$ cat config.mk
export PLATFORM = sky130hd
export DESIGN_NAME = rptr_stream_rd
export DESIGN_NICKNAME = d
export VERILOG_FILES = /design/src/rtl/rptr_stream_rd_pkg.sv /design/src/rtl/rptr_stream_rd_gray2bin.sv /design/src/rtl/rptr_stream_rd.sv
export SDC_FILE = /design/constraint.sdc
export NUM_CORES = 1
export LEC_CHECK = 0
export CAP_MARGIN = 20
export CORE_ASPECT_RATIO = 2
export CORE_MARGIN = 1
export CORE_UTILIZATION = 49
export DETAILED_ROUTE_END_ITERATION = 10
export HOLD_SLACK_MARGIN = 0.05
export PLACE_DENSITY = 0.88
export REMOVE_ABC_BUFFERS = 1
export SLEW_MARGIN = 20
export SYNTH_ARGS = -nofsm -noshare
export SYNTH_HDL_FRONTEND = slang
export SYNTH_HIERARCHICAL = 1
export SYNTH_SLANG_ARGS = --single-unit
export TNS_END_PERCENT = 30
$ cat constraint.sdc
create_clock -name rclk -period 3.6 [get_ports rclk]
set_input_delay 0.72 -clock rclk [delete_from_list [all_inputs] [get_ports rclk]]
set_output_delay 0.72 -clock rclk [all_outputs]
set_load 0.05 [all_outputs]
$ cat src/rtl/rptr_stream_rd_pkg.sv
// Shared constants and types for the read-side stream port of the async FIFO.
package rptr_stream_rd_pkg;

  localparam int DEF_ADDRSIZE = 4;
  localparam int DEF_DSIZE    = 8;
  localparam int DEF_AE_LEVEL = 2;

  // Output buffer occupancy, 0..2 entries.
  typedef logic [1:0] occ_t;
  localparam occ_t OCC_DEPTH = 2'd2;

endpackage

$ cat src/rtl/rptr_stream_rd_gray2bin.sv
// Combinational gray-to-binary conversion: each binary bit is the xor of all gray bits at or above it.
module rptr_stream_rd_gray2bin #(
  parameter int N = 5
) (
  input  logic [N-1:0] gray,
  output logic [N-1:0] bin
);

  for (genvar i = 0; i < N; i++) begin : g_bit
    assign bin[i] = ^gray[N-1:i];
  end

endmodule

$ cat src/rtl/rptr_stream_rd.sv
// Read-domain port of the async FIFO: owns the read pointer and empty flag, and
// prefetches memory words into a 2-entry buffer presented as a valid/ready stream.
module rptr_stream_rd
  import rptr_stream_rd_pkg::*;
#(
  parameter int ADDRSIZE = DEF_ADDRSIZE,
  parameter int DSIZE    = DEF_DSIZE,
  parameter int AE_LEVEL = DEF_AE_LEVEL
) (
  input  logic                rclk,
  input  logic                rrst_n,
  input  logic [ADDRSIZE:0]   rq2_wptr,
  output logic [ADDRSIZE:0]   rptr,
  output logic [ADDRSIZE-1:0] raddr,
  input  logic [DSIZE-1:0]    rdata,
  output logic [DSIZE-1:0]    m_data,
  output logic                m_valid,
  input  logic                m_ready,
  output logic                rempty,
  output logic [ADDRSIZE:0]   rlevel,
  output logic                ralmost_empty
);

  localparam int PW = ADDRSIZE + 1;
  localparam logic [PW-1:0] AE_THRESH = PW'(AE_LEVEL);

  logic [PW-1:0]    rbin, rbinnext, rgraynext, wbin, level_next;
  occ_t             ocnt, cnt_after, ocnt_next;
  logic             head, head_next, wr_idx;
  logic             take, pop;
  logic [DSIZE-1:0] obuf [2];

  rptr_stream_rd_gray2bin #(.N(PW)) u_wbin (
    .gray (rq2_wptr),
    .bin  (wbin)
  );

  // Prefetch whenever the buffer will have a free slot after this cycle's take,
  // so a full buffer drained at one word per cycle is refilled in the same edge.
  always_comb begin
    take       = m_valid & m_ready;
    cnt_after  = ocnt - occ_t'(take);
    pop        = ~rempty & (cnt_after < OCC_DEPTH);
    rbinnext   = rbin + PW'(pop);
    rgraynext  = (rbinnext >> 1) ^ rbinnext;
    head_next  = head ^ take;
    wr_idx     = head_next ^ cnt_after[0];
    ocnt_next  = cnt_after + occ_t'(pop);
    level_next = wbin - rbinnext;
  end

  assign raddr  = rbin[ADDRSIZE-1:0];
  assign m_data = obuf[head];

  always_ff @(posedge rclk or negedge rrst_n) begin
    if (!rrst_n) begin
      rbin          <= '0;
      rptr          <= '0;
      rempty        <= 1'b1;
      ocnt          <= '0;
      head          <= 1'b0;
      m_valid       <= 1'b0;
      obuf[0]       <= '0;
      obuf[1]       <= '0;
      rlevel        <= '0;
      ralmost_empty <= 1'b1;
    end else begin
      rbin          <= rbinnext;
      rptr          <= rgraynext;
      rempty        <= (rgraynext == rq2_wptr);
      ocnt          <= ocnt_next;
      head          <= head_next;
      m_valid       <= (ocnt_next != '0);
      if (pop) obuf[wr_idx] <= rdata;
      // Level lags the writer through the synchroniser, so it only ever under-reports.
      rlevel        <= level_next;
      ralmost_empty <= (level_next <= AE_THRESH);
    end
  end

endmodule

==> impl_metrics.toml, run 1 <==
[critical_path]
crit_required_ps = 3760
slowest_delay_ps = 450
cp-start-kind = "input port"
arrival_ps = 3640
end_kind = "flip-flop"
crit_buf_inv = 1
cp_cell_sequence = "clkdlybuf4s50_1 > and2_1 > ha_1 > xor2_2 > nor2_1 > ha_1 > ha_4 > nor2b_4 > nor2_1 > ha_1 > o31a_1 > o31ai_2 > a21oi_1 > or2_1"
slowest_stage = "clkdlybuf4s50_1"
path_delay_family = "adder cells"
critPathMaxFanout = 3
path_class = "input port to flip-flop"
cp_common_cell = "ha_1"

[clock_tree]
cts_tree = "done"
cts_buffer_depth = 2
clk_latency_ps = 290
post_cts_buffers = 0
numClockSinks = 36
cts_buffers = 5
cts-root-buf = "clkbuf_8"
clk_pin_slew_ps = 60
ctsHtreeMaxLevel = 2

[global_routing]
grt_pass1_vias = 1345
grt_overflow = 0
grt_max_degree = 37
antenna_found_initial = 0
grt_use_total_pct = 21.32
grt_pass1_wl_mm = 5.913

[sta]
finalSetupViolCount = 0
finClkSkew_ps = 5.620
max_freq_mhz = 287.5
worst_slew_pin_slew_ps = 685.6
fin_crit_sh_pct = 96.63
fin_hold_ws_ps = 503.6
finalCriticalPeriod_ps = 3479
finalHoldViolCount = 0
slew_headroom_pct = 54.05
slew_violations = 0

[placement]
gp_congestion = 0.7197
dp_hpwl_mm = 2.777
dpl_cell_area_mm2 = 0.002307
portBuffers = 40

[detailed_routing]
dr.pass1.iters = 2
routed_wl_mm = 3.590
drt-initial-drc-count = 20
drtAntennaViolNets = 0
dr_total_vias = 1170
drc = 0
routedWlPerCell_um = 15.21
routed_via_density = 4.958

[die]
die_h_um = 87.28
fp-row-count = 30
die_area_mm2 = 0.003896
start_util_pct = 52.16
die_width_um = 44.64
coreArea_mm2 = 0.003416
io-pin-count = 41

[synthesis]
ys_seq_area_share_pct = 50.70
netlist_top_cells_area = "dfrtp_1, mux2_2, xor2_1, ha_1, xnor2_1"
synth_async_sr_flop_share_pct = 100.0
synth_cells = 132
ys.warnings.count = 6
yosysMostFrequentCell = "dfrtp_1"
synth-seq-cells = 36
syn_avg_cell_area_um2 = 13.50
synth_common_cells = "dfrtp_1, mux2_2, xor2_1, inv_1, xnor2_1"
yosysTopAreaCellShare_pct = 47.75
synth_area_leader_cell = "dfrtp_1"
ys.flop_type = "dfrtp_1"
syn_area_mm2 = 0.001782
synthDistinctLibCells = 34
synth_edf_count = 0

[finish]
final_design_area_no_fill_mm2 = 0.002432
nNetsFinal = 209
diodes = 0
final_core_util_pct = 71.21
area_growth_pct = 36.52
drive_gt1_share_pct = 31.91

[job]
cap_violations = 0

[status]
status = "completed"

[worst_hold_path]
hp-class = "flip-flop to flip-flop"
## logic make-up after synthesis
family | share of synthesized area (%)
AO/OA/AOI/OAI | 3.581
multiplexers | 15.17
XOR/XNOR | 16.29
buffers and inverters | 2.669
flip-flops | 50.70
AND/OR/NAND/NOR | 7.374
adder cells (fa/ha/maj) | 4.213
## layout make-up
cell class / count / area (µm²)
timing repair buffer: 51 / 483.0
sequential: 36 / 903.4
clock buffer: 8 / 90.09
tap: 48 / 60.06
fill: 238 / 983.4
inverter: 8 / 30.03
multi-input combinational: 85 / 865.8
## worst register-to-register path, stage by stage, from the launching register on
cell	delay, ps
dfrtp_1	380
and2_1	180
ha_1	210
xor2_2	160
nor2_1	80
ha_1	230
ha_4	290
nor2b_4	140
nor2_1	60
ha_1	230
o31a_1	330
o31ai_2	210
a21oi_1	140
or2_1	260
## registers in the layout, summed over array words and instances (netlist names)
signal         flops
ralmost_empty      1
rbin               5
head               1
ocnt               2
m_valid            1
rlevel             5
rempty             1
rptr               4
obuf              16
## worst paths after layout
check / startpoint / cells past startpoint / end / slack [ps]
max: m_ready / 14 / rlevel[4] / 120
min: obuf[4] / 1 / obuf[4] / 500
max reg2reg: m_valid / 13 / rlevel[4] / 590
min reg2reg: obuf[4] / 1 / obuf[4] / 500
max in group asynchronous: rrst_n / 2 / ralmost_empty / 2400
min in group asynchronous: rrst_n / 2 / rptr[2] / 860
## through the flow
step	instances	setup TNS [ps]	setup WS, ps
floorplan	129	0	116.5
global placement	228	-162.9	-89.70
detailed placement	228	-521.2	-278.4
CTS	236	0	6.258
global route	236	-31.61	-18.02
finish	236	0	121.3
## cells in the final DEF (no fill, tap or decap), drive strengths merged
master	n
a21oi	3
and2	2
and3	1
buf	11
clkbuf	8
clkdlybuf4s50	40
dfrtp	34
dfstp	2
ha	6
inv	8
mux2	24
nand2	1
nand3	3
nand4	1
nor2	5
nor2b	2
nor3	1
nor4b	1
o211ai	1
o21a	1
o21ai	1
o31a	1
o31ai	2
or2	2
or3	1
xnor2	10
xnor3	1
xor2	15
## routing by layer
| metal | vias up | track usage, % | wire length [µm] | part of all wire, % |
|---|---|---|---|---|
| li1 | 547 | - | - | - |
| met1 | 574 | 18.93 | 1200 | 33 |
| met2 | 37 | 41.18 | 2120 | 59 |
| met3 | 12 | 4.772 | 137 | 3.8 |
| met4 | 0 | 11.02 | 132 | 3.7 |
| met5 | - | 0 | 0 | 0 |
## what timing repair did
item	in CTS	in global routing
hold buffers	0	0
resized for setup	0	7
setup endpoints to repair	0	2
Power of run 1 is left out: the tool's default activity adds up to more than one toggle a clock period on the data nets, which glitch-free logic cannot reach.
==> inputs of run 2 (changes only) <==
ABC_AREA = 1   (was not set)
CORE_UTILIZATION = 50   (was 49)
PLACE_DENSITY = 0.89   (was 0.88)
==> run 2 against run 1 <==
Flip-flop and latch count unchanged. Area after synthesis up 6.1%. Wire length up 6.9%. Clock-buffer cell count unchanged. Non-clock buffer count down 9. Worst hold slack worse by 12 ps. Cell count up 41%. Sequential share of layout area down 0.15 points. Die area up 3.8%. Via count up 38%. Synthesized cell count up 80%. Critical path depth up 8.
==> impl_metrics.toml, run 2 <==
[placement]
dp_hpwl_mm = 3.019
gp_congestion = 0.8262
portBuffers = 40

[clock_tree]
post_cts_buffers = 0
clk_pin_slew_ps = 60
cts_resized = 0
ctsHtreeMaxLevel = 2
cts-root-buf = "clkbuf_8"
cts_hold_buffers = 0
cts_tree = "done"
cts_buffers = 5
numClockSinks = 36
clk_latency_ps = 290
cts_buffer_depth = 2

[sta]
worst_slew_pin_slew_ps = 536.2
slew_headroom_pct = 64.14
finalCriticalPeriod_ps = 3217
rsz0062_at_grt = "false"
max_freq_mhz = 310.8
fin_crit_sh_pct = 89.37
finalHoldViolCount = 0
fin_tns_setup_ps = 0
finalSetupViolCount = 0
finClkSkew_ps = 6.454
slew_violations = 0

[synthesis]
synth_edf_count = 0
ys_seq_area_share_pct = 47.78
synth_async_sr_flop_share_pct = 100.0
ys.warnings.count = 6
netlist_top_cells_area = "dfrtp_1, nand2_1, inv_1, o21ai_0, ha_1"
synth-seq-cells = 36
synthDistinctLibCells = 21
yosysTopAreaCellShare_pct = 45.00
synth_cells = 237
synth_common_cells = "nand2_1, dfrtp_1, inv_1, o21ai_0, nand3_1"
yosysMostFrequentCell = "nand2_1"
syn_area_mm2 = 0.001891
ys.flop_type = "dfrtp_1"
syn_avg_cell_area_um2 = 7.977
synth_area_leader_cell = "dfrtp_1"

[detailed_routing]
routed_via_density = 4.870
drc = 0
drtAntennaViolNets = 0
dr_total_vias = 1617
drt-initial-drc-count = 24
dr.pass1.iters = 4
routed_wl_mm = 3.836
routedWlPerCell_um = 11.55

[finish]
final_common_cell = "nand2_1"
reg_top3 = "obuf: 16 flops, rbin: 5 flops, rlevel: 5 flops"
area_growth_pct = 29.19
diodes = 0
layout_common_cells = "nand2_1, clkdlybuf4s50_1, inv_1, dfrtp_1, o21ai_0"
drive_gt1_share_pct = 9.541
largest_reg_flops = 16
final_core_util_pct = 67.71
nNetsFinal = 304
regMostFlops = "obuf"

[die]
fp-row-count = 31
die_h_um = 88.96
die_area_mm2 = 0.004046
start_util_pct = 52.41
die_width_um = 45.48
io-pin-count = 41
coreArea_mm2 = 0.003607

[critical_path]
cp_cell_sequence = "clkdlybuf4s50_1 > nand2_1 > inv_1 > ha_1 > xor2_1 > nor2_1 > ha_1 > ha_1 > inv_1 > nand2_1 > inv_1 > nor2_1 > ha_1 > inv_1 > nand2_1 > nand3_1 > nand2_1 > nand2_1 > nand2_1 > nand2_1 > nand2_2 > nor2_2"
cp-start-kind = "input port"
reg2reg_setup_slack_ps = 850
cp_common_cell = "nand2_1"
slowest_delay_ps = 460
arrival_ps = 3440
slowest_stage = "clkdlybuf4s50_1"
critPathMaxFanout = 4
end_kind = "flip-flop"
reg2regPathDepth = 21
crit_required_ps = 3820
path_class = "input port to flip-flop"

[global_routing]
grt_pass1_wl_mm = 6.555
grt_use_met1_pct = 20.39
use_met3_pct = 4.646
grtUsageMet2_pct = 43.90
grt_pass1_vias = 1619
grt_overflow = 0
top_usage_layer = "met2"
antenna_found_initial = 0
grt_max_degree = 37
grt_use_total_pct = 22.34

[worst_hold_path]
hp-class = "flip-flop to flip-flop"
holdPathStages = 2

[job]
cap_violations = 0

[status]
status = "completed"
run 2: cell types whose count changed after synthesis, sizes merged, moves of 2 or more:
cell,change
o21ai,+16
inv,+27
a21oi,-3
o31ai,-2
xnor2,-2
and2,-2
xor2,-10
nand2,+96
nor2,+3
nor2b,-2
mux2,-24
nand3,+14
run 2: worst paths after layout:
| kind | start | endpoint |
|---|---|---|
| setup / recovery | m_ready | ralmost_empty |
| hold / removal | obuf[8] | obuf[8] |
| setup reg to reg | m_valid | ralmost_empty |
| hold reg to reg | obuf[8] | obuf[8] |
| max in group asynchronous | rrst_n | ralmost_empty |
| min in group asynchronous | rrst_n | ocnt[1] |
run 2: critical path: cells and delay by family:
kind / cells / cell delay [ps]
adders and majority gates: 4 / 920
buffers and inverters: 5 / 760
xor gates and xnor gates: 1 / 220
and+or+nand+nor: 12 / 830
run 2: layer usage:
metal	up-vias	part of all wire, %
met3	9	2.6
li1	811	-
met5	-	0
met1	763	34
met2	34	60
met4	0	2.7
run 2: final cells by class:
type,instances,area (µm²)
inverters,36,135.1
multi-input cells,161,827.0
clock buffers,8,100.1
well taps,49,61.31
flip-flops and latches,36,903.4
fillers,319,1165
repair buffers,42,415.4
run 2: logic make-up after synthesis:
kind of cell | after synthesis | synth area share, %
xor gates and xnor gates | 13 | 6.420
AOI/OAI and AO/OA | 17 | 4.500
and+or+nand+nor | 125 | 28.86
DFF | 36 | 47.78
adders and majority gates | 6 | 3.971
buffers and inverters | 40 | 8.470
run 2: metrics by stage:
stage / setup WS [ps] / instances / cell area (µm²) / hold slack [ps]
floorplan: 694.8 / 233 / 1866 / 424.4
global placement: 181.3 / 324 / 2342 / 466.6
detailed placement: 106.8 / 324 / 2342 / 473.5
CTS: 368.5 / 332 / 2442 / 491.1
global route: 101.8 / 332 / 2442 / 506.1
finish: 382.6 / 332 / 2442 / 491.5
Power of run 2 is left out for the same reason.
